<file path="src/rtl/health_pkg.sv">
// Shared types and constants for the health bar controller.
package health_pkg;

    localparam int HEALTH_W    = 9;
    localparam int FULL_HEALTH = 200;

    typedef enum logic [1:0] {
        ST_IDLE  = 2'd0,
        ST_FIGHT = 2'd1,
        ST_KO    = 2'd2
    } state_t;

    localparam logic WINNER_P1 = 1'b0;
    localparam logic WINNER_P2 = 1'b1;

    localparam logic PTR_P1 = 1'b0;

    function automatic logic [HEALTH_W-1:0] sat_sub(
        input logic [HEALTH_W-1:0] health,
        input logic [HEALTH_W-1:0] dmg
    );
        return (dmg >= health) ? '0 : health - dmg;
    endfunction

endpackage

</file>
<file path="src/rtl/tick_divider.sv">
// Free-running divider: one-cycle pulse every DIV clocks, cleared only by reset.
module tick_divider #(
    parameter int DIV = 250000
) (
    input  logic i_clk,
    input  logic i_rst_n,
    output logic o_tick
);

    localparam int CW = (DIV > 2) ? $clog2(DIV) : 1;

    logic [CW-1:0] r_cnt;

    always_ff @(posedge i_clk or negedge i_rst_n) begin
        if (!i_rst_n) begin
            r_cnt <= '0;
        end else if (r_cnt == CW'(DIV - 1)) begin
            r_cnt <= '0;
        end else begin
            r_cnt <= r_cnt + 1'b1;
        end
    end

    assign o_tick = (r_cnt == CW'(DIV - 1));

endmodule

</file>
<file path="src/rtl/health_ctrl.sv">
// Round controller for both health bars: round-robin hit arbitration, saturating damage, KO.
// Optional per-player post-hit invulnerability when HEALTH_INVULN_EN is defined.
//   state | meaning
//   IDLE  | no round yet, requests ignored
//   FIGHT | acked hits damage the target player
//   KO    | round over, hits acked and discarded
module health_ctrl
    import health_pkg::*;
#(
    parameter int FULL_HEALTH = health_pkg::FULL_HEALTH,
    parameter int DMG_W       = 6,
    parameter int DROP_DIV    = 250000
`ifdef HEALTH_INVULN_EN
    ,
    parameter int INVULN_CYCLES = 1000000
`endif
) (
    input  logic                i_clk,
    input  logic                i_rst_n,
    input  logic                i_round_start,
    input  logic                i_hit_req_p1,
    input  logic [DMG_W-1:0]    i_dmg_p1,
    output logic                o_hit_ack_p1,
    input  logic                i_hit_req_p2,
    input  logic [DMG_W-1:0]    i_dmg_p2,
    output logic                o_hit_ack_p2,
    output logic [HEALTH_W-1:0] o_health_p1,
    output logic [HEALTH_W-1:0] o_health_p2,
    output logic                o_ko,
    output logic                o_winner,
    output logic                o_drop_tick
);

    state_t              r_state;
    logic [HEALTH_W-1:0] r_health_p1;
    logic [HEALTH_W-1:0] r_health_p2;
    logic                r_ko;
    logic                r_winner;
    logic                r_ptr;

    logic                w_live;
    logic                w_both;
    logic                w_ack_p1;
    logic                w_ack_p2;
    logic                w_shield_p1;
    logic                w_shield_p2;
    logic                w_hit_p1;
    logic                w_hit_p2;
    logic [HEALTH_W-1:0] w_dmg_p1;
    logic [HEALTH_W-1:0] w_dmg_p2;
    logic [HEALTH_W-1:0] w_next_p1;
    logic [HEALTH_W-1:0] w_next_p2;

    // round_start wins over any request in the same cycle
    assign w_live   = (r_state != ST_IDLE) && !i_round_start;
    assign w_both   = i_hit_req_p1 && i_hit_req_p2;
    assign w_ack_p1 = w_live && i_hit_req_p1 && (!i_hit_req_p2 || (r_ptr == PTR_P1));
    assign w_ack_p2 = w_live && i_hit_req_p2 && (!i_hit_req_p1 || (r_ptr != PTR_P1));

    assign w_dmg_p1  = HEALTH_W'(i_dmg_p1);
    assign w_dmg_p2  = HEALTH_W'(i_dmg_p2);
    assign w_next_p1 = sat_sub(r_health_p1, w_dmg_p1);
    assign w_next_p2 = sat_sub(r_health_p2, w_dmg_p2);

    assign w_hit_p1 = w_ack_p1 && (r_state == ST_FIGHT) && (w_dmg_p1 != '0) && !w_shield_p1;
    assign w_hit_p2 = w_ack_p2 && (r_state == ST_FIGHT) && (w_dmg_p2 != '0) && !w_shield_p2;

    always_ff @(posedge i_clk or negedge i_rst_n) begin
        if (!i_rst_n) begin
            r_state     <= ST_IDLE;
            r_health_p1 <= '0;
            r_health_p2 <= '0;
            r_ko        <= 1'b0;
            r_winner    <= WINNER_P1;
            r_ptr       <= PTR_P1;
        end else if (i_round_start) begin
            r_state     <= ST_FIGHT;
            r_health_p1 <= HEALTH_W'(FULL_HEALTH);
            r_health_p2 <= HEALTH_W'(FULL_HEALTH);
            r_ko        <= 1'b0;
            r_ptr       <= PTR_P1;
        end else begin
            if (w_both && (r_state != ST_IDLE)) begin
                r_ptr <= ~r_ptr;
            end
            if (w_hit_p1) begin
                r_health_p1 <= w_next_p1;
                if (w_next_p1 == '0) begin
                    r_ko     <= 1'b1;
                    r_winner <= WINNER_P2;
                    r_state  <= ST_KO;
                end
            end else if (w_hit_p2) begin
                r_health_p2 <= w_next_p2;
                if (w_next_p2 == '0) begin
                    r_ko     <= 1'b1;
                    r_winner <= WINNER_P1;
                    r_state  <= ST_KO;
                end
            end
        end
    end

`ifdef HEALTH_INVULN_EN
    localparam int INV_W = $clog2(INVULN_CYCLES + 1);

    logic [INV_W-1:0] r_inv_p1;
    logic [INV_W-1:0] r_inv_p2;

    assign w_shield_p1 = (r_inv_p1 != '0);
    assign w_shield_p2 = (r_inv_p2 != '0);

    // Only applied hits reload; a discarded hit does not extend the window
    always_ff @(posedge i_clk or negedge i_rst_n) begin
        if (!i_rst_n) begin
            r_inv_p1 <= '0;
            r_inv_p2 <= '0;
        end else if (i_round_start) begin
            r_inv_p1 <= '0;
            r_inv_p2 <= '0;
        end else begin
            r_inv_p1 <= w_hit_p1 ? INV_W'(INVULN_CYCLES) : (w_shield_p1 ? r_inv_p1 - 1'b1 : '0);
            r_inv_p2 <= w_hit_p2 ? INV_W'(INVULN_CYCLES) : (w_shield_p2 ? r_inv_p2 - 1'b1 : '0);
        end
    end
`else
    assign w_shield_p1 = 1'b0;
    assign w_shield_p2 = 1'b0;
`endif

    tick_divider #(
        .DIV (DROP_DIV)
    ) u_drop_div (
        .i_clk   (i_clk),
        .i_rst_n (i_rst_n),
        .o_tick  (o_drop_tick)
    );

    assign o_hit_ack_p1 = w_ack_p1;
    assign o_hit_ack_p2 = w_ack_p2;
    assign o_health_p1  = r_health_p1;
    assign o_health_p2  = r_health_p2;
    assign o_ko         = r_ko;
    assign o_winner     = r_winner;

endmodule

</file>
<file path="config.mk">
export PLATFORM = sky130hd
export DESIGN_NAME = health_ctrl
export DESIGN_NICKNAME = d
export VERILOG_FILES = /design/src/rtl/health_pkg.sv /design/src/rtl/tick_divider.sv /design/src/rtl/health_ctrl.sv
export SDC_FILE = /design/constraint.sdc
export NUM_CORES = 1
export LEC_CHECK = 0
export BUFFER_PORTS_ARGS = -buffer_cell sky130_fd_sc_hd__buf_4
export CORE_ASPECT_RATIO = 0.8
export CORE_UTILIZATION = 52
export CTS_CLUSTER_SIZE = 24
export DETAILED_ROUTE_END_ITERATION = 10
export HOLD_SLACK_MARGIN = 0.15
export PLACE_DENSITY = 0.76
export SLEW_MARGIN = 20
export SYNTH_ARGS = -nofsm -noshare
export SYNTH_HDL_FRONTEND = slang
export SYNTH_SLANG_ARGS = --single-unit
</file>
<file path="constraint.sdc">
create_clock -name i_clk -period 2.4 [get_ports i_clk]
set_input_delay 0.12 -clock i_clk [delete_from_list [all_inputs] [get_ports i_clk]]
set_output_delay 0.12 -clock i_clk [all_outputs]
set_load 0.02 [all_outputs]
</file>
==> impl_metrics.env <==
export IMPL_p_sw_mw=0.676
export IMPL_worstSetupPathType="reg -> reg"
export IMPL_placed_cells_incl_taps=378
export IMPL_fill_cells=400
export IMPL_cts_buffers=5
export IMPL_worstPathRequired_ns=2.56
export IMPL_layout_setup_ws_ns=0.0522
export IMPL_layout_nets=361
export IMPL_setup_viol=0
export IMPL_p_int_mw=1.24
export IMPL_yosys_warnings=0
export IMPL_rsz0062_at_grt="true"
export IMPL_num_rows=22
export IMPL_area_growth_pct=21.6
export IMPL_grt_pass1_vias=1959
export IMPL_netlist_area_leader_share_pct=38.0
export IMPL_drt_initial_drc_count=107
export IMPL_p_leak_nw=1.46
export IMPL_clockBufferDepth=2
export IMPL_yosysTopAreaCell="dfrtp_1"
export IMPL_cp_arrival_ns=2.51
export IMPL_cts_root_buffer="clkbuf_8"
export IMPL_timing_fmax_ghz=0.426
export IMPL_syn_inst=276
export IMPL_drc=0
export IMPL_fin_util_pct=67.7
export IMPL_antenna_left=0
export IMPL_power_frac_comb_pct=35.4
export IMPL_ys_seq_area_share_pct=38.0
export IMPL_clk_pin_slew_worst_paths_ns=0.08
export IMPL_vias=2203
export IMPL_die_height_um=65.7
export IMPL_ys_types=55
export IMPL_drt_wl_total_mm=5.89
export IMPL_core_area_um2=4730
export IMPL_drive_gt1_share_pct=23.9
export IMPL_io_pins=40
export IMPL_cp_start_kind="flip-flop"
export IMPL_hold_ws_ns=0.195
export IMPL_n_antenna_cell=0
export IMPL_skew_ns=0.0105
export IMPL_grt_start_max_net_pins=41
export IMPL_cts_tree="done"
export IMPL_async_reset_ff_share_pct=100
export IMPL_grt_use_total_pct=23.4
export IMPL_firstDrtPassIters=4
export IMPL_worstSkewPairLatency_ns=0.30
export IMPL_fp_dieArea_um2=5360
export IMPL_status="completed"
export IMPL_grt_overflow=0
export IMPL_wl_per_cell_um=15.1
export IMPL_yosysMostFrequentCell="dfrtp_1"
export IMPL_synth_edf_count=0
export IMPL_htreeDepth=2
export IMPL_die_w_um=81.6
export IMPL_antenna_found_initial=0
export IMPL_syn_area_um2=2640
export IMPL_ir_drop_mv=0.367
export IMPL_clock_sinks=40
export IMPL_place_hpwl_mm=4.27
export IMPL_grt_pass1_wl_mm=9.36
export IMPL_p_total_mw=1.91
export IMPL_hold_violations=0
export IMPL_min_period_ns=2.35
export IMPL_syn_nets=308
export IMPL_ys_top_cells_by_count="40 x dfrtp_1, 25 x inv_1, 23 x nor2_1"
export IMPL_maxSlewHeadroom_pct=57.6
export IMPL_vias_per_cell=5.65
export IMPL_power_density_nw_per_um2=597
export IMPL_fin_crit_sh_pct=97.8
export IMPL_place_port_buffers=39
export IMPL_worst_slew_pin_slew_ns=0.634
export IMPL_initial_core_util_pct=55.7
export IMPL_synth_main_ff_cell="dfrtp_1"
export IMPL_final_max_slew_viol_count=0
export IMPL_layout_cells_non_filler=390
export IMPL_seqPwrFrac_pct=39.5
export IMPL_yosys_top_cells_area="dfrtp_1 38%, ha_1 6.2%, xnor2_1 4.6%"
export IMPL_ys_ff_latch=40
export IMPL_clkPwrFrac_pct=25.1
export IMPL_cp_max_fo=3
export IMPL_end_kind="flip-flop"
export IMPL_p_sw_share_pct=35.3
export IMPL_hold_class="in -> reg"
export IMPL_gp_congestion=0.914
export IMPL_syn_mean_instance_area_um2=9.56
export IMPL_post_place_ws_ns=-0.0847
export IMPL_drv_cap=0
-- path summary, 6_finish.rpt --
path,to,cells after the start,slack [ns],startpoint
min in group asynchronous,o_health_p1[1],2,0.34,i_rst_n
setup / recovery,r_state[0],10,0.05,o_health_p2[0]
hold reg to reg,u_drop_div.r_cnt[0],1,0.48,u_drop_div.r_cnt[0]
hold / removal,o_health_p2[0],3,0.19,i_dmg_p2[0]
setup reg to reg,r_state[0],10,0.05,o_health_p2[0]
max in group asynchronous,o_winner,2,1.70,i_rst_n
-- power by group through the flow --
stage	sequential [mW]	clock [mW]	combinational, mW
detailed placement	0.768	0	0.624
finish	0.756	0.481	0.677
global route	0.762	0.532	0.739
CTS	0.755	0.499	0.637
global placement	0.767	0	0.617
floorplan	0.810	0	0.375
-- metal layers --
| layer | part of all wire (%) | vias to the layer above | GRT usage (%) |
|---|---|---|---|
| li1 | - | 1105 | - |
| met5 | 0 | - | 0 |
| met3 | 4.9 | 6 | 4.58 |
| met1 | 51 | 1042 | 35.9 |
| met2 | 43 | 50 | 32.3 |
| met4 | 1.1 | 0 | 8.11 |
-- cell usage in the layout, fill, tap and decap left out, types with 6 or more instances in the layout --
master / instances
xor2_1: 12
clkbuf_8: 6
o21ai_0: 8
nor2_1: 22
dfrtp_1: 40
xnor2_1: 14
nor4_1: 7
buf_4: 49
nand2_1: 18
inv_1: 25
a22o_1: 6
ha_1: 12
a21oi_1: 11
nand3_1: 16
-- cells by family (layout without fill, tap and decap cells) --
| group | count (synthesis) | in the layout | share of synthesized area [%] |
|---|---|---|---|
| AO/OA/AOI/OAI | 62 | 62 | 19.5 |
| XOR/XNOR | 26 | 26 | 8.63 |
| adder cells (fa/ha/maj) | 15 | 15 | 7.69 |
| buffers and inverters | 30 | 84 | 4.89 |
| flip-flops | 40 | 40 | 38.0 |
| multiplexers | 2 | 2 | 0.806 |
| AND/OR/NAND/NOR | 101 | 101 | 20.5 |
-- critical path, stage by stage, from the launching register on --
cell and delay [ns]:
dfrtp_1 0.41, inv_1 0.07, ha_1 0.15, inv_1 0.05, fa_2 0.34, a21o_1 0.19
a221oi_2 0.30, xnor2_1 0.18, a41oi_2 0.16, o31ai_1 0.25, a21boi_1 0.10
-- registers in the layout, summed over array words and instances, names as in the netlist --
name	flops
r_state	2
r_ptr	1
o_health_p1	9
o_winner	1
u_drop_div.r_cnt	18
o_health_p2	9
-- cell type report --
cell class | instances | area, um2 | area share, %
clock buffer | 7 | 86.3 | 2.69
clock inverter | 1 | 7.51 | 0.234
inverter | 25 | 93.8 | 2.93
multi-input combinational | 206 | 1560 | 48.5
sequential | 40 | 1000 | 31.2
tap | 60 | 75.1 | 2.34
timing repair buffer | 51 | 388 | 12.1
-- per-stage QoR --
step	TNS [ns]	instance area, um2
floorplan	0	2640
global route	-0.159	3210
detailed placement	-0.147	3030
CTS	0	3150
global placement	0	3030
finish	0	3210
-- timing repair --
action / in CTS / in global routing
setup buffers: 0 / 2
hold endpoints to repair: 42 / 0
endpoints found under the setup margin: 3 / 3
hold buffers: 2 / 0
pin swaps: 0 / 8
gates resized for setup: 2 / 8
Power figures use the tool's default switching activity.
